File: src/rtl/mux_scan_ctrl.sv
// mux_scan_ctrl: sequences a 4:1 mux through enabled channels, samples d after a settle time, and hands off a 4-bit frame over valid/ready
// Ports: clk, rst_n (async active-low), start, cont, d (mux output), s1/s0 (registered select),
//        frame/frame_valid/frame_ready (downstream handshake), busy.
// Parameters: SETTLE_CYCLES (0..15), CH_MASK (bit k=1 scans channel k).
// Optional macro MUX_SCAN_VOTE_EN: each channel is captured on 3 consecutive edges and majority-voted.
module mux_scan_ctrl #(
    parameter int         SETTLE_CYCLES = 2,
    parameter logic [3:0] CH_MASK       = 4'b1111
) (
    input  logic       clk,
    input  logic       rst_n,
    input  logic       start,
    input  logic       cont,
    input  logic       d,
    output logic       s1,
    output logic       s0,
    output logic [3:0] frame,
    output logic       frame_valid,
    input  logic       frame_ready,
    output logic       busy
);
`ifdef MUX_SCAN_VOTE_EN
    localparam int EXTRA = 2;
`else
    localparam int EXTRA = 0;
`endif
    // The capture edge is the last SETTLE edge (counter==LAST); SAMPLE is the one-cycle
    // advance to the next channel, so each channel costs SETTLE_CYCLES+2(+2 when voting).
    localparam logic [4:0] LAST = 5'(SETTLE_CYCLES + EXTRA);

    typedef enum logic [1:0] {IDLE, SETTLE, SAMPLE, DONE} state_t;

    // Lowest enabled channel >= from; 4 means none left.
    function automatic logic [2:0] next_ch(input logic [2:0] from);
        logic [2:0] n;
        n = 3'd4;
        for (int i = 3; i >= 0; i--)
            if (CH_MASK[i] && 3'(i) >= from) n = 3'(i);
        return n;
    endfunction

    localparam logic [2:0] FIRST = next_ch(3'd0);

    state_t     state;
    logic [4:0] cnt;
    logic [3:0] shadow;
    logic       bit_val;
    logic       go;
    logic [1:0] sel;
    logic [2:0] after;
    logic [3:0] captured;

`ifdef MUX_SCAN_VOTE_EN
    logic [1:0] hist;
    always_ff @(posedge clk or negedge rst_n)
        if (!rst_n) hist <= '0;
        else        hist <= {hist[0], d};
    assign bit_val = (hist[1] & hist[0]) | (hist[1] & d) | (hist[0] & d);
`else
    assign bit_val = d;
`endif

    assign sel      = {s1, s0};
    assign after    = next_ch({1'b0, sel} + 3'd1);
    assign captured = shadow | (4'(bit_val) << sel);
    assign go       = (state == IDLE && start) || (state == DONE && frame_ready && cont);

    always_ff @(posedge clk or negedge rst_n) begin
        if (!rst_n) begin
            state       <= IDLE;
            cnt         <= '0;
            shadow      <= '0;
            {s1, s0}    <= 2'b00;
            frame       <= '0;
            frame_valid <= 1'b0;
            busy        <= 1'b0;
        end else if (go) begin
            busy   <= 1'b1;
            cnt    <= '0;
            shadow <= '0;
            if (FIRST[2]) begin
                frame       <= '0;
                frame_valid <= 1'b1;
                state       <= DONE;
            end else begin
                {s1, s0}    <= FIRST[1:0];
                frame_valid <= 1'b0;
                state       <= SETTLE;
            end
        end else begin
            case (state)
                SETTLE:
                    if (cnt == LAST) begin
                        shadow <= captured;
                        if (after[2]) begin
                            frame       <= captured;
                            frame_valid <= 1'b1;
                            state       <= DONE;
                        end else begin
                            state <= SAMPLE;
                        end
                    end else begin
                        cnt <= cnt + 5'd1;
                    end
                SAMPLE: begin
                    {s1, s0} <= after[1:0];
                    cnt      <= '0;
                    state    <= SETTLE;
                end
                DONE:
                    if (frame_ready) begin
                        frame_valid <= 1'b0;
                        busy        <= 1'b0;
                        state       <= IDLE;
                    end
                default: ;
            endcase
        end
    end
endmodule

File: config.mk
export PLATFORM = sky130hd
export DESIGN_NAME = mux_scan_ctrl
export DESIGN_NICKNAME = d
export VERILOG_FILES = /design/src/rtl/mux_scan_ctrl.sv
export SDC_FILE = /design/constraint.sdc
export NUM_CORES = 1
export LEC_CHECK = 0
export ABC_AREA = 1
export ABC_CLOCK_PERIOD_IN_PS = 1500
export CAP_MARGIN = 20
export CORE_MARGIN = 1.5
export CORE_UTILIZATION = 53
export CTS_CLUSTER_DIAMETER = 40
export CTS_CLUSTER_SIZE = 12
export DETAILED_ROUTE_END_ITERATION = 10
export GPL_ROUTABILITY_DRIVEN = 0
export PLACE_DENSITY = 0.77
export SLEW_MARGIN = 20
export SYNTH_ARGS = -nofsm -noshare
export SYNTH_HDL_FRONTEND = slang
export SYNTH_SLANG_ARGS = --single-unit
export TNS_END_PERCENT = 20
File: constraint.sdc
create_clock -name clk -period 1.5 [get_ports clk]
set_input_delay 0.3 -clock clk [delete_from_list [all_inputs] [get_ports clk]]
set_output_delay 0.3 -clock clk [all_outputs]
set_load 0.05 [all_outputs]
; Yosys cells after proc, flatten, opt, wreduce, memory -nomap -nowiden
; Index checks and enable logic that the tools add are counted.
[word_totals]
elab_cells = 70
in_bits = 6
output_inout_bits = 8
ff_bits = 19
latchBits = 0
mem_count = 0
romBits = 0
ramBits = 0
[op_classes]
addsub = 2
n_shift = 1
reduce_logical = 19
bitwise_logic = 2
mul = 0
magnitude_cmp = 4
div = 0
n_mux = 26
eq_ne = 8
[op_table]
columns = operator, n
row1 = 3-bit two-way mux, 4
row2 = 4-bit two-way mux, 3
row3 = 3-bit != test (second input constant), 4
row4 = 1-bit two-way mux, 11
row5 = 5-bit two-way mux, 2
row6 = 5-bit one-hot mux with 2 select lines, 1
row7 = 2-bit nonzero test, 5
row8 = 4-bit AND reduction, 2
row9 = 1-bit by 3-bit greater-or-equal comparator with 1-bit output (first input constant), 2
row10 = 2-bit by 3-bit greater-or-equal comparator with 1-bit output (first input constant), 2
row11 = 2-bit two-way mux, 3
row12 = 2-bit one-hot mux with 3 select lines, 1
row13 = 2-bit AND reduction, 3
row14 = 3-bit nonzero test, 2
row15 = 5-bit by 1-bit adder with 5-bit output (second input constant), 1
row16 = 5-bit by 2-bit == test with 1-bit output (second input constant), 1
row17 = 2-bit == test (second input constant), 2
row18 = 4-bit bitwise OR, 1
row19 = 4-bit nonzero test, 1
row20 = 1-bit by 2-bit left shift with 4-bit output, 1
row21 = 2-bit by 1-bit adder with 3-bit output (second input constant), 1
row22 = 1-bit logical AND, 3
row23 = 3-bit AND reduction, 1
row24 = 2-bit by 1-bit == test with 1-bit output (second input constant), 1
row25 = other kinds (4), 4

; Longest topological paths before layout
[logic_depth]
ltp_word = 10
mapped_depth = 11
depth_no_buf = 11

; Worst setup path after synthesis
; OpenSTA, ideal clock, no wires.
[synth_path]
kind = flip-flop to flip-flop
startpoint = reg s1
endpoint = reg frame[0]
synth_period_minus_slack_ps = 1511
required_time_ps = 1380
stages_incl_launch_ff = 7
n_path_buf = 0
setup_slack_ps = -11
t_arrival_ps = 1392
setup_ps = 120
path_cell_list = dfrtp_1 > ha_1 > inv_1 > nor3_4 > inv_2 > nand2_1 > o21ai_2
[synth_between]
elab_chain_len = 7
word_cells_on_any_way = 12
cone_classes = 1 x add/sub / 4 x order compare / 1 x shift / 4 x mux / 1 x bitwise / 1 x reduce/logical
[synth_lines]
columns = item, line_no
row1 = start: declaration, 15  ; output logic s1,
row2 = start signal: assignment, 86  ; {s1, s0} <= FIRST[1:0];
row3 = start signal: assignment, 106  ; {s1, s0} <= after[1:0];
row4 = 2-bit by 1-bit adder with 3-bit output, 64  ; assign after = next_ch({1'b0, sel} + 3'd1);
row5 = 2-bit by 3-bit greater-or-equal comparator with 1-bit output, 38  ; if (CH_MASK[i] && 3'(i) >= from) n = 3'(i);
row6 = 3-bit two-way mux (4 in a row), 38
row7 = 4-bit AND reduction (no line), n/a
row8 = end signal: assignment, 96  ; frame <= captured;
row9 = end: declaration, 17  ; output logic [3:0] frame,
; Several ways; a longest one is shown, not always the timed one.
; A chain may end at the register's enable or synchronous reset.

; Final worst setup path
[layout_path]
startpoint = reg cnt[0]
endpoint = reg frame[1]
[layout_between]
elab_chain_len = 2
[layout_lines]
columns = item, line_no
row1 = start: declaration, 45  ; logic [4:0] cnt;
row2 = start signal: assignment, 103  ; cnt <= cnt + 5'd1;
row3 = 5-bit by 2-bit == test with 1-bit output, 93  ; if (cnt == LAST) begin
row4 = 4-bit AND reduction (no line), n/a
; No other way between the ends.

==> results.md <==
- Antenna diode count: 0
- Most common cell after layout, fill and taps aside: nand2_1
- Synth Register Bits: 19
- Comb power frac: 65.6%
- Initial antenna violation count: 0
- Vias: 1,079
- CTS tree: done
- First-pass GRT wire length: 4.40 mm
- GRT overflow: 0
- YS warnings: 0
- Worst Setup Slack, final: 0.0228 ns
- CTS Buf Count: 3
- Clock power frac: 8.1%
- Slew @ Worst Pin: 0.277 ns
- IO Count: 14
- Synth Cell Area: 0.00110 mm²
- Routed Antenna Nets: 0
- Total track usage: 24.1%
- Total power: 0.00324 W
- Layout cells sized above 1: 34.5%
- H-tree Lvls: 1
- Synth unique cells: 23
- CP max FO: 6
- Tmin final: 1.48 ns
- Final wirelength: 2.78 mm
- Clock tree buffer depth: 2
- First-pass DRT Iterations: 4
- Die ar.: 0.00236 mm²
- Final nets: 182
- Final hold violation count: 0
- Drt wl/cell: 14.3 µm
- CTS root buf: clkbuf_4
- Vias in the first global route: 1,093
- Tcrit/Tclk final: 98.5%
- Max cap viols: 0
- Cell internal pwr: 0.00170 W
- Sw frac: 47.5%
- Hold WC Path Type: in -> async
- Clock-pin slew on the worst setup and hold paths: 0.10 ns
- Worst Skew: 0.00334 ns
- Syn_nets: 150
- Reg power frac: 26.3%
- Site Rows: 16
- Die Width: 48.6 µm
- Num Clock Sinks: 19
- Drt via density: 5.53
- Final setup viols: 0
- Sw power: 0.00154 W
- CP required: 1.70 ns
- Worst path max stage delay: 0.44 ns
- CP bufs+invs: 3
- Max frequency: 677 MHz
- Peak VDD IR: 0.00145 V
- Clock latency on the worst-skew pair: 0.30 ns
- CP Cell Sequence: inv_2, ha_4, inv_2, nor2_4, nand3_4, nor3_4, inv_2, nand2_1, nand2_1
- Unrepaired setup endpoints after global routing: yes
- Crit end category: flop
- Most frequent cells in the layout: 33 x nand2_1, 17 x dfrtp_1, 16 x inv_1
- Sequential area share after synthesis: 43.2%
- Data arrival time of the critical path: 1.68 ns
- Largest net degree at the start of global routing: 20
- DP Wirelength: 1.93 mm
- Cts hold-fix bufs: 0
- Die height: 48.6 µm
- Core Box Area: 0.00196 mm²
- Starting Density: 56.1%
- Slowest-stage cell, CP: dfrtp_1
- Worst path most repeated cell: inv_2
- Worst slew margin: 81.3%
- Final Util: 80.9%
- Residual DRC: 0
- Mean Syn Cell Area: 8.04 µm²
- Leak: 0.757 nW
- FF-to-FF setup slack: 0.02 ns
- Setup Slack @ Placement: -0.133 ns
- Kind of critical path: reg -> reg
- Critical path's top delay family: simple AND/OR/NAND/NOR gates
- Synth Instances: 137
- Synth-to-Final Area Change: 44.1%
- PortBufs: 13
- Max Slew Vio Count: 0
- PwrDens: 2040 mW/mm²
- Critical path launch point type: flop
- Status: finished clean
- Drt initial violations: 48
[path summary, 6_finish.rpt]
check	startpoint	endpoint	cells after the start
max	cnt[0]	frame[1]	9
min	rst_n	shadow[3]	2
max reg2reg	cnt[0]	frame[1]	9
min reg2reg	shadow[1]	shadow[1]	2
max in group asynchronous	rst_n	s0	2
min in group clk	shadow[1]	shadow[1]	2
[power by group through the flow]
stage | combinational [W] | sequential (W) | clock (W)
final | 0.00213 | 0.000853 | 0.000262
after global routing | 0.00230 | 0.000867 | 0.000296
after CTS | 0.00184 | 0.000830 | 0.000265
after detailed placement | 0.00178 | 0.000840 | 0
after global placement | 0.00171 | 0.000829 | 0
after floorplan | 0.000811 | 0.00102 | 0
[area by class of cell]
class,count,area (µm²)
fillers,124,375
multi-input cells,95,639
well taps,27,33.8
repair buffers,28,327
clock buffers,4,26.3
inverters,22,82.6
flip-flops and latches,19,478
[synth_stat cells]
library cell / n / area [µm²]
inv_1: 20 / 75.1
nand3_1: 16 / 80.1
a21oi_2: 1 / 8.76
xor2_1: 2 / 17.5
ha_1: 7 / 87.6
o21ai_1: 1 / 5.00
inv_2: 2 / 7.51
dfrtp_1: 19 / 475
nor3_1: 1 / 5.00
nand4_1: 4 / 25.0
nor3_4: 1 / 16.3
o31ai_2: 1 / 12.5
nand2_4: 1 / 11.3
nor2_2: 1 / 6.26
nand3_2: 2 / 20.0
o21ai_0: 6 / 30.0
a21oi_1: 2 / 10.0
nor2_1: 7 / 26.3
a211oi_1: 2 / 15.0
nand2_1: 37 / 139
clkbuf_1: 1 / 3.75
o21ai_2: 2 / 17.5
nand2_2: 1 / 6.26
[routing by layer]
metal	wire length, µm	vias to the layer above	GRT usage [%]
li1	-	500	-
met1	1060	506	25.6
met2	1430	53	43.8
met3	162	20	7.10
met4	129	0	11.4
met5	0	-	0
[through the flow]
step | instance area, µm² | hold WS [ns] | std cells | setup TNS (ns)
6_report | 1590 | 0.324 | 195 | 0
5_1_grt | 1590 | 0.352 | 195 | -0.495
4_1_cts | 1480 | 0.332 | 194 | 0
3_5_place_dp | 1430 | 0.505 | 188 | -0.817
3_3_place_gp | 1430 | 0.500 | 188 | -0.278
2_1_floorplan | 1100 | 0.00441 | 137 | 0
[worst reg2reg max path: stages, from the launching register on]
cell     delay [ns]
dfrtp_1        0.44
inv_2          0.10
ha_4           0.13
inv_2          0.04
nor2_4         0.13
nand3_4        0.10
nor3_4         0.21
inv_2          0.11
nand2_1        0.08
nand2_1        0.05
[logic make-up (layout without fill, tap and decap cells)]
kind of cell | after synthesis | after routing | synth area share [%]
adders and majority gates | 7 | 7 | 7.95
DFF | 19 | 19 | 43.2
AOI/OAI and AO/OA | 15 | 15 | 8.98
and+or+nand+nor | 71 | 71 | 30.5
buffers and inverters | 23 | 54 | 7.84
xor gates and xnor gates | 2 | 2 | 1.59
[flip-flops by register name (all words and copies together) (netlist names)]
register	flops
busy	1
cnt	5
frame	4
frame_valid	1
s0	1
s1	1
shadow	4
state	2
[timing repair]
item                       CTS  global route
gates resized for setup      3            24
setup endpoints to repair   13            15
buffers inserted             2             1
pin swaps                    0             9
Note: power is estimated with default switching activity, not from simulation.
